## config.mk

```make
export PLATFORM = sky130hd
export DESIGN_NAME = vga_timing_gen
export DESIGN_NICKNAME = d
export VERILOG_FILES = /design/src/rtl/vga_timing_gen.sv
export SDC_FILE = /design/constraint.sdc
export NUM_CORES = 1
export LEC_CHECK = 0
export CORE_MARGIN = 2
export CORE_UTILIZATION = 51
export CTS_BUF_LIST = sky130_fd_sc_hd__clkbuf_4 sky130_fd_sc_hd__clkbuf_8
export DETAILED_ROUTE_END_ITERATION = 10
export PLACE_DENSITY = 0.75
export REMOVE_ABC_BUFFERS = 1
export SETUP_SLACK_MARGIN = 0.5
export SYNTH_ARGS = -nofsm -noshare
export SYNTH_HDL_FRONTEND = slang
export SYNTH_SLANG_ARGS = --single-unit
```

## constraint.sdc

```tcl
create_clock -name clk -period 3.29 [get_ports clk]
set_input_delay 0.658 -clock clk [delete_from_list [all_inputs] [get_ports clk]]
set_output_delay 0.658 -clock clk [all_outputs]
set_load 0.02 [all_outputs]
```

## src/rtl/vga_timing_gen.sv

```systemverilog
// VGA scan timing source: x/y coordinates, active flag, sync pins and a frame tick.
// Optional VGA_SYNC_DELAY_EN adds SYNC_DELAY pix_ce-qualified stages on hsync/vsync/o_active.
module vga_timing_gen #(
  parameter int   H_ACTIVE   = 800,
  parameter int   H_FP       = 56,
  parameter int   H_SYNC     = 120,
  parameter int   H_BP       = 64,
  parameter int   V_ACTIVE   = 600,
  parameter int   V_FP       = 37,
  parameter int   V_SYNC     = 6,
  parameter int   V_BP       = 23,
  parameter logic H_POL      = 1'b1,
  parameter logic V_POL      = 1'b1,
  parameter int   SYNC_DELAY = 1
) (
  input  logic        clk,
  input  logic        rst,
  input  logic        pix_ce,
  output logic [10:0] x,
  output logic [9:0]  y,
  output logic        o_active,
  output logic        hsync,
  output logic        vsync,
  output logic        o_frame
);

  localparam int H_TOTAL = H_ACTIVE + H_FP + H_SYNC + H_BP;
  localparam int V_TOTAL = V_ACTIVE + V_FP + V_SYNC + V_BP;

  localparam logic [10:0] H_LAST     = 11'(H_TOTAL - 1);
  localparam logic [10:0] H_ACT      = 11'(H_ACTIVE);
  localparam logic [10:0] H_HS_START = 11'(H_ACTIVE + H_FP);
  localparam logic [10:0] H_HS_END   = 11'(H_ACTIVE + H_FP + H_SYNC);
  localparam logic [9:0]  V_LAST     = 10'(V_TOTAL - 1);
  localparam logic [9:0]  V_ACT      = 10'(V_ACTIVE);
  localparam logic [9:0]  V_VS_START = 10'(V_ACTIVE + V_FP);
  localparam logic [9:0]  V_VS_END   = 10'(V_ACTIVE + V_FP + V_SYNC);

`ifdef VGA_SYNC_DELAY_EN
  localparam int DLY = SYNC_DELAY;
`else
  localparam int DLY = 0;
`endif

  logic [10:0] x_next;
  logic [9:0]  y_next;
  logic        active_next;
  logic        hsync_next;
  logic        vsync_next;
  logic        frame_next;

  logic        active_reg;
  logic        hsync_reg;
  logic        vsync_reg;

  // Flags are decoded from the next coordinates so they land on the same edge as x/y.
  always_comb begin
    x_next = (x == H_LAST) ? 11'd0 : x + 11'd1;
    y_next = y;
    if (x == H_LAST) begin
      y_next = (y == V_LAST) ? 10'd0 : y + 10'd1;
    end
    active_next = (x_next < H_ACT) && (y_next < V_ACT);
    hsync_next  = ((x_next >= H_HS_START) && (x_next < H_HS_END)) ? H_POL : ~H_POL;
    vsync_next  = ((y_next >= V_VS_START) && (y_next < V_VS_END)) ? V_POL : ~V_POL;
    frame_next  = (x_next == 11'd0) && (y_next == V_ACT);
  end

  always_ff @(posedge clk or negedge rst) begin
    if (!rst) begin
      x          <= H_LAST;
      y          <= V_LAST;
      active_reg <= 1'b0;
      hsync_reg  <= ~H_POL;
      vsync_reg  <= ~V_POL;
      o_frame    <= 1'b0;
    end else begin
      o_frame <= pix_ce && frame_next;
      if (pix_ce) begin
        x          <= x_next;
        y          <= y_next;
        active_reg <= active_next;
        hsync_reg  <= hsync_next;
        vsync_reg  <= vsync_next;
      end
    end
  end

  generate
    if (DLY == 0) begin : g_nodly
      assign o_active = active_reg;
      assign hsync    = hsync_reg;
      assign vsync    = vsync_reg;
    end else begin : g_dly
      logic act_pipe [0:DLY];
      logic hs_pipe  [0:DLY];
      logic vs_pipe  [0:DLY];

      assign act_pipe[0] = active_reg;
      assign hs_pipe[0]  = hsync_reg;
      assign vs_pipe[0]  = vsync_reg;

      for (genvar gi = 0; gi < DLY; gi++) begin : g_stage
        always_ff @(posedge clk or negedge rst) begin
          if (!rst) begin
            act_pipe[gi+1] <= 1'b0;
            hs_pipe[gi+1]  <= ~H_POL;
            vs_pipe[gi+1]  <= ~V_POL;
          end else if (pix_ce) begin
            act_pipe[gi+1] <= act_pipe[gi];
            hs_pipe[gi+1]  <= hs_pipe[gi];
            vs_pipe[gi+1]  <= vs_pipe[gi];
          end
        end
      end

      assign o_active = act_pipe[DLY];
      assign hsync    = hs_pipe[DLY];
      assign vsync    = vs_pipe[DLY];
    end
  endgenerate

endmodule

```

After elaboration in Yosys (flattened, before gate mapping):

Cells that the tools add are included.

* add/subtract/negate cells: 2
* magnitude comparators: 6
* equality and inequality tests: 3
* multiplexer cells: 5
* reduce and logical (&&, ||, !) cells: 6

Operator list (count)
* less-than comparator 11 x 10 -> 1 bit (second input constant): 2
* == test 10 bit (second input constant): 2
* less-than comparator 10 bit (second input constant): 2
* 2-to-1 mux 10 bit: 2
* adder 11 x 1 -> 11 bit (second input constant): 1
* == test 11 bit (second input constant): 1
* >= comparator 11 x 10 -> 1 bit (second input constant): 1
* logical NOT 11 bit: 1
* 2-to-1 mux 11 bit: 1
* adder 10 x 1 -> 10 bit (second input constant): 1
* >= comparator 10 bit (second input constant): 1
* logical AND 1 bit: 5
* 2-to-1 mux 1 bit: 2

* bits in registers: 25
* bits of input ports: 3
* output and inout port bits: 25
* logic and storage cells: 28

Logic depth before layout (Yosys ltp):

Gate-level depths: netlist of the first run.

* word-level depth: 6
* depth in mapped cells: 10
* mapped depth without buffers: 8

Worst setup path before layout of the first run:

OpenSTA, ideal clock, no wires.

* path kind: reg-to-reg
* start: register x[0]
* end: register active_reg, in the netlist o_active
* data arrival time: 2.251 ns
* slack: 0.918 ns
* stages on the path, launching flop included: 9
* clock period less this slack: 2.372 ns
* cell sequence: dfstp_2 ha_1 and3_1 buf_6 nand4_4 nor4_1 a2bb2oi_1 o211ai_1 a32o_1

* word-level cells in the longest chain between the ends: 4

Ends and longest elaborated chain
* from (decl): line 19 `output logic [10:0] x,`
* from (signal assigned): line 80 `x <= x_next;`
* adder 11 x 1 -> 11 bit or == test 11 bit (tied branches): line 58, 60
* 2-to-1 mux 11 bit or 2-to-1 mux 10 bit (tied branches): line 58, 60
* less-than comparator 11 x 10 -> 1 bit or less-than comparator 10 bit (tied branches): line 63 `active_next = (x_next < H_ACT) && (y_next < V_ACT);`
* logical AND 1 bit (*): line 63
* to (signal assigned): line 82 `active_reg <= active_next;`
* to (decl): line 52 `logic active_reg;`

Every way passes the cells marked *; elsewhere a longest branch is shown, timed or not.
A chain may end at the register's enable or synchronous reset.

Final worst setup path of the first run:

Same ends and word-level chain as after synthesis.

==> results of run 1 <==
[path summary, 6_finish.rpt]
check	slack (ns)	end	from
worst max-delay path	0.66	o_active$_DFFE_PN0P_	x[0]$_DFFE_PN1P_
worst min-delay path	0.50	hsync$_DFFE_PN0P_	hsync$_DFFE_PN0P_
worst max register to register	0.66	o_active$_DFFE_PN0P_	x[0]$_DFFE_PN1P_
worst min register to register	0.50	hsync$_DFFE_PN0P_	hsync$_DFFE_PN0P_
max in group asynchronous	1.61	x[0]$_DFFE_PN1P_	rst
min in group asynchronous	0.95	hsync$_DFFE_PN0P_	rst
[cells by family (layout without fill, tap and decap cells)]
group	after synthesis	after routing	share of synthesized area, %
adders and majority gates	3	3	1.89
buffers and inverters	21	40	6.73
and+or+nand+nor	102	102	28.3
muxes	7	7	3.65
xor gates and xnor gates	18	18	7.93
AOI/OAI and AO/OA	56	56	19.4
DFF	25	25	32.1
[final cells by class]
cell class | instances | share of cell area, %
sequential | 25 | 27.9
timing repair buffer | 32 | 13.4
inverter | 4 | 0.656
clock buffer | 4 | 2.13
multi-input combinational | 186 | 53.3
tap | 48 | 2.62
[through the flow]
stage	instances	total power [mW]	setup slack (ns)	hold WS (ns)
6_report	299	1.28	0.661	0.499
5_1_grt	299	1.37	0.497	0.510
4_1_cts	299	1.28	0.601	0.508
3_5_place_dp	295	1.08	0.469	0.487
3_3_place_gp	295	1.08	0.610	0.474
2_1_floorplan	215	0.864	0.762	0.362
[repair_timing]
item	4_1_cts	5_1_grt
gates resized for setup	1	1
gates cloned	0	0
setup endpoints to repair	2	3
hold buffers	0	0
buffers inserted	0	0
[layer usage]
layer	up-vias	track usage (%)	share of wire [%]
li1	879	-	-
met1	890	34.7	45
met2	52	40.5	50
met3	4	2.39	4.2
met4	0	4.08	0.47
met5	-	0	0
[critical path, stage by stage, from the launching register on]
cell and delay (ns):
dfstp_2 0.59, ha_1 0.26, and3_2 0.34, and4_4 0.42, nand3_1 0.18, mux2i_1 0.28
o211ai_1 0.14, a32o_1 0.29
[layout by cell type, fill, tap and decap left out, types with 2 or more instances in the layout]
| master | n |
|---|---|
| o2bb2ai_1 | 3 |
| a31oi_1 | 4 |
| mux2_2 | 2 |
| xor2_1 | 5 |
| mux2i_1 | 5 |
| o211ai_1 | 4 |
| xnor2_1 | 13 |
| nand3_1 | 15 |
| buf_4 | 5 |
| o21a_1 | 3 |
| a21o_1 | 3 |
| nand3b_1 | 3 |
| o31ai_1 | 5 |
| a21oi_1 | 5 |
| nand2b_1 | 3 |
| nor3_1 | 8 |
| nand4_1 | 7 |
| o22ai_1 | 4 |
| clkbuf_8 | 3 |
| inv_1 | 4 |
| nor2b_1 | 4 |
| dfrtp_1 | 15 |
| dfstp_2 | 10 |
| and3_1 | 3 |
| clkdlybuf4s50_1 | 27 |
| o21ai_0 | 13 |
| nor2_1 | 16 |
| ha_1 | 3 |
| nand2_1 | 27 |
[power groups by stage]
stage	clock [mW]	combinational, mW	sequential, mW
floorplan	0	0.294	0.570
global placement	0	0.566	0.510
detailed placement	0	0.571	0.511
CTS	0.196	0.574	0.507
global route	0.211	0.630	0.528
finish	0.190	0.576	0.509
==> metrics.md, run 1 <==
| Metric | Value |
|---|---|
| Slew @ Worst Pin | a little over 1 ns |
| Drt first pass iters | 4 |
| Slew margin rel. | between 30% and 40% |
| Die width | about 66 um |
| Post-synthesis cell type count | 60 |
| RSZ-0062 raised after global routing | no |
| CTS tree | yes |
| Most frequent cell after synthesis | nand2_1 |
| DP Area | between 2000 and 2500 um2 |
| Data required, critical path | between 3 and 4 ns |
| GRT Overall Usage | approximately a quarter |
| Setup TNS | 0 ns |
| CTS Buffer Depth | 2 |
| # port buffers | 27 |
| Switch Pwr | 0.517 mW |
| Final Max Tran Viols | 0 |
| Fin util | a little over 60% |
| Die area | roughly 4400 um2 |
| Fill cells | 354 |
| Core area | around 3700 um2 |
| Share of total power in combinational logic | 45.2% |
| Io pins | 28 |
| Multi-input logic area | roughly 1200 um2 |
| Reg area | between 600 and 700 um2 |
| First-pass GRT wire length | 8420 um |
| Worst R2R Path Depth | 7 |
| Die height | 66.4 um |
| CP max FO | 21 |
| Vias | around 1,800 |
| Sw Ratio | 40.6% |
| Worst Hold Class | reg -> reg |
| Sequential share of the synthesized area | approximately a third |
| Post-route design area | 2290 um2 |
| Area grow syn2layout | 15.1% |
| Antenna cells | 0 |
| Total wire length | approximately 4800 um |
| FF+latch count, synth | 25 |
| Max reg flops | 11 |
| Root buf cell | clkbuf_8 |
| Largest regs | x x11, y x10 |
| Post-synthesis cell area | 1990 um2 |
| P_int | approximately 0.76 mW |
| P_leak | about 0.8 nW |
| Drc violations | 0 |
| Yosys warning count | 0 |
| Antenna violations before repair | 0 |
| Worst vdd rail ir drop | roughly 0.27 mV |
| Period Utilization, post-route | 79.9% |
| Remaining global-route overflow | 0 |
| Status | completed |
| CTS Buf Count | 3 |
| FP Rows | 22 |
| Average wire per standard cell | 16.2 um |
| Clk_skew | roughly 0.0060 ns |
| Post-synth top area share | 18.9% |
| Initial DRC count | ~170 |
| Clock share of power | 14.9% |
| Final hold vios | 0 |
| Hpwl dp | between 3000 and 4000 um |
| Final Setup Violations | 0 |
| Final Net Count | 258 |
| Mean Syn Cell Area | between 8 and 9 um2 |
| Dominant synthesized flop cell | dfrtp_1 |
| Most frequent cells after synthesis | nand2_1, nor2_1, dfrtp_1, nand3_1 |
| Vias in the first global route | 1,704 |
| Critical setup path kind | reg -> reg |
| Fraction of registers with async set/reset | 100% |
| Largest net degree at the start of global routing | 22 |
| Synth top area cells | dfrtp_1, dfstp_2, xnor2_1 |
| Initial Utilization | a little over half |
| Fin crit period | about 2.6 ns |
| PD cells | ~560 nW/um2 |
| CTS sink count | 25 |
| Startpoint Class | flop |
| Clock latency on the worst-skew pair | approximately 0.27 ns |
| Proportion of layout cells with a drive suffix above 1 | 13.5% |
| Flop pwr share | 39.9% |
| Hold Path Depth | 1 |
| WP data arrival | approximately 2.8 ns |
| Fmax | approximately 0.38 GHz |
| Post-synth EDFFs | 0 |
| Vias/cell | between 6 and 7 |
| Kind of end point of the critical path | flop |
| CTS H-tree lvls | 1 |
| Detail Route Antenna Nets | 0 |
| Max-Cap Viols | 0 |
| Biggest area consumer among synthesized cells | dfrtp_1 |
| Syn Inst Count | about 230 |
| Clock-pin slew on the worst setup and hold paths | roughly 0.090 ns |
| Largest Register | x |
| Routability Congestion | about 0.84 |
No activity file was read; power rests on OpenSTA's default activity.
==> run 2, diff against run 1 <==
--- a/config.mk
+++ b/config.mk
@@ -9,7 +9,7 @@
 export CORE_UTILIZATION = 51
 export CTS_BUF_LIST = sky130_fd_sc_hd__clkbuf_4 sky130_fd_sc_hd__clkbuf_8
 export DETAILED_ROUTE_END_ITERATION = 10
-export PLACE_DENSITY = 0.75
+export PLACE_DENSITY = 0.78
 export REMOVE_ABC_BUFFERS = 1
 export SETUP_SLACK_MARGIN = 0.5
 export SYNTH_ARGS = -nofsm -noshare
==> constraint.sdc (replaced) <==
create_clock -name clk -period 2.1 [get_ports clk]
set_input_delay 0.42 -clock clk [delete_from_list [all_inputs] [get_ports clk]]
set_output_delay 0.42 -clock clk [all_outputs]
set_load 0.02 [all_outputs]
==> run 2 against run 1 <==
Net effect: the flow now finishes with violations (setup timing); sequential share of layout area fell by 6.5 points; non-clock buffer count rose by 57; clock power is 64% higher; clock skew down 0.0011 ns; power rose by 92%; sequential cell count stayed put; critical path depth stayed put; cell count grew 19%; maximum frequency is 19% higher; design area up 31%; first-iteration DRC count up 46%.
==> metrics.md, run 2 (synthesized netlist as in run 1, its figures left out) <==
| Metric | Value |
|---|---|
| Die width | roughly 66 um |
| Io pins | 28 |
| Antenna violations before repair | 0 |
| Vias | about 2,200 |
| Worst vdd rail ir drop | about 0.66 mV |
| Proportion of layout cells with a drive suffix above 1 | 46.8% |
| Placed Instances | between 300 and 400 |
| Antenna cells | 0 |
| GRT Overall Usage | 31.2% |
| P_leak | between 1 and 1.5 nW |
| Kind of end point of the critical path | flop |
| WP data arrival | ~2.4 ns |
| Data required, critical path | roughly 2.3 ns |
| Hpwl dp | around 4000 um |
| Final Net Count | around 320 |
| Bufs and invs on worst path | 1 |
| Worst Hold Class | in -> async |
| CP top delay family | simple AND/OR/NAND/NOR gates |
| CTS H-tree lvls | 1 |
| Largest net degree at the start of global routing | 26 |
| CP max FO | 4 |
| # port buffers | 27 |
| Clk_skew | between 0.004 and 0.005 ns |
| Slew margin rel. | 70.3% |
| DP Area | 2540 um2 |
| Clock-pin slew on the worst setup and hold paths | roughly 0.090 ns |
| CTS Hold Buffers Added | 0 |
| Drt first pass iters | 4 |
| Max reg flops | 11 |
| Final Setup Violations | 5 |
| CTS sink count | 25 |
| Largest regs | x x11, y x10 |
| Initial DRC count | 244 |
| Total wire length | between 6000 and 7000 um |
| Slew @ Worst Pin | approximately 0.44 ns |
| Post-route insts no fill | about 360 |
| Max-Cap Viols | 0 |
| Vias in the first global route | around 2,200 |
| CTS tree | yes |
| Pre-CTS setup slack | -0.159 ns |
| Drc violations | 0 |
| CTS Buf Count | 3 |
| Violated checks | setup timing |
| Total power draw | 2.45 mW |
| Root buf cell | clkbuf_8 |
| Average wire per standard cell | around 18 um |
| Final hold vios | 0 |
| Setup slack after layout | -0.118 ns |
| CP cell instances | buf_4, and3_1, nand3_2, nor3_1, a21oi_1, a2111o_1, nor4_2 |
| Vias/cell | between 6 and 7 |
| Fin util | between 80% and 90% |
| Critical path's slowest cell | dfstp_2 |
| Fin crit period | approximately 2.2 ns |
| Clock latency on the worst-skew pair | between 0.2 and 0.3 ns |
| Die area | around 4400 um2 |
| Area grow syn2layout | 50.4% |
| PD cells | roughly 800 nW/um2 |
| First-pass GRT wire length | approximately 10,000 um |
| Most frequent cells in the layout | buf_4, nand2_1, buf_6 |
| Routability Congestion | slightly above 0.9 |
| Core area | 3720 um2 |
| Status | complete, but fails checks |
| Startpoint Class | flop |
| Post-route design area | 2990 um2 |
| Initial Utilization | between 50% and 60% |
| RSZ-0062 raised after global routing | yes |
| Remaining global-route overflow | 0 |
| CP max stage delay | 0.57 ns |
| Die height | between 60 and 70 um |
| Period Utilization, post-route | 106% |
| Fmax | approximately 0.45 GHz |
| CTS Buffer Depth | 2 |
| Detail Route Antenna Nets | 0 |
| Largest Register | x |
| Most common cell after layout, fill and taps aside | buf_4 |
| Critical setup path kind | reg -> reg |
| FP Rows | 22 |
| Final Max Tran Viols | 0 |
==> run 2: where the power goes <==
group | switching [mW] | total [mW] | internal [mW]
combinational | 0.796 | 1.46 | 0.663
sequential | 0.0674 | 0.676 | 0.608
clock | 0.163 | 0.312 | 0.149
total | 1.03 | 2.45 | 1.42
==> run 2: cell type report <==
class,instances,area [um2]
inverter,4,15.0
clock buffer,4,48.8
fill,241,726
sequential,25,638
timing repair buffer,89,767
multi-input combinational,186,1460
tap,48,60.1
==> run 2: worst paths after layout <==
| path | cells after the start | endpoint | from | slack (ns) |
|---|---|---|---|---|
| hold / removal | 2 | y[2]$_DFFE_PN0P_ | rst | 0.52 |
| setup / recovery | 7 | o_frame$_DFF_PN0_ | x[1]$_DFFE_PN1P_ | -0.12 |
| hold reg to reg | 1 | o_active$_DFFE_PN0P_ | o_active$_DFFE_PN0P_ | 0.53 |
| setup reg to reg | 7 | o_frame$_DFF_PN0_ | x[1]$_DFFE_PN1P_ | -0.12 |
| min in group clk | 1 | o_active$_DFFE_PN0P_ | o_active$_DFFE_PN0P_ | 0.53 |
| max in group asynchronous | 2 | x[10]$_DFFE_PN1P_ | rst | 1.28 |
==> run 2: routing by layer <==
| layer | GRT usage [%] | vias to the layer above | part of all wire [%] |
|---|---|---|---|
| li1 | - | 998 | - |
| met1 | 35.9 | 1044 | 38 |
| met4 | 14.3 | 0 | 3.4 |
| met2 | 57.6 | 94 | 53 |
| met5 | 0 | - | 0 |
| met3 | 2.73 | 21 | 5.8 |
==> run 2: through the flow <==
stage | hold WS, ns | setup TNS (ns)
2_1_floorplan | 0.124 | -1.37
3_3_place_gp | 0.474 | -0.221
3_5_place_dp | 0.502 | -0.385
4_1_cts | 0.514 | -0.415
5_1_grt | 0.549 | -0.852
6_report | 0.516 | -0.411
==> run 2: timing repair <==
item                                    CTS  global route
resized for setup                       131            32
endpoints found under the setup margin   44            33
pin swaps                                27            18
setup buffers                            12             5
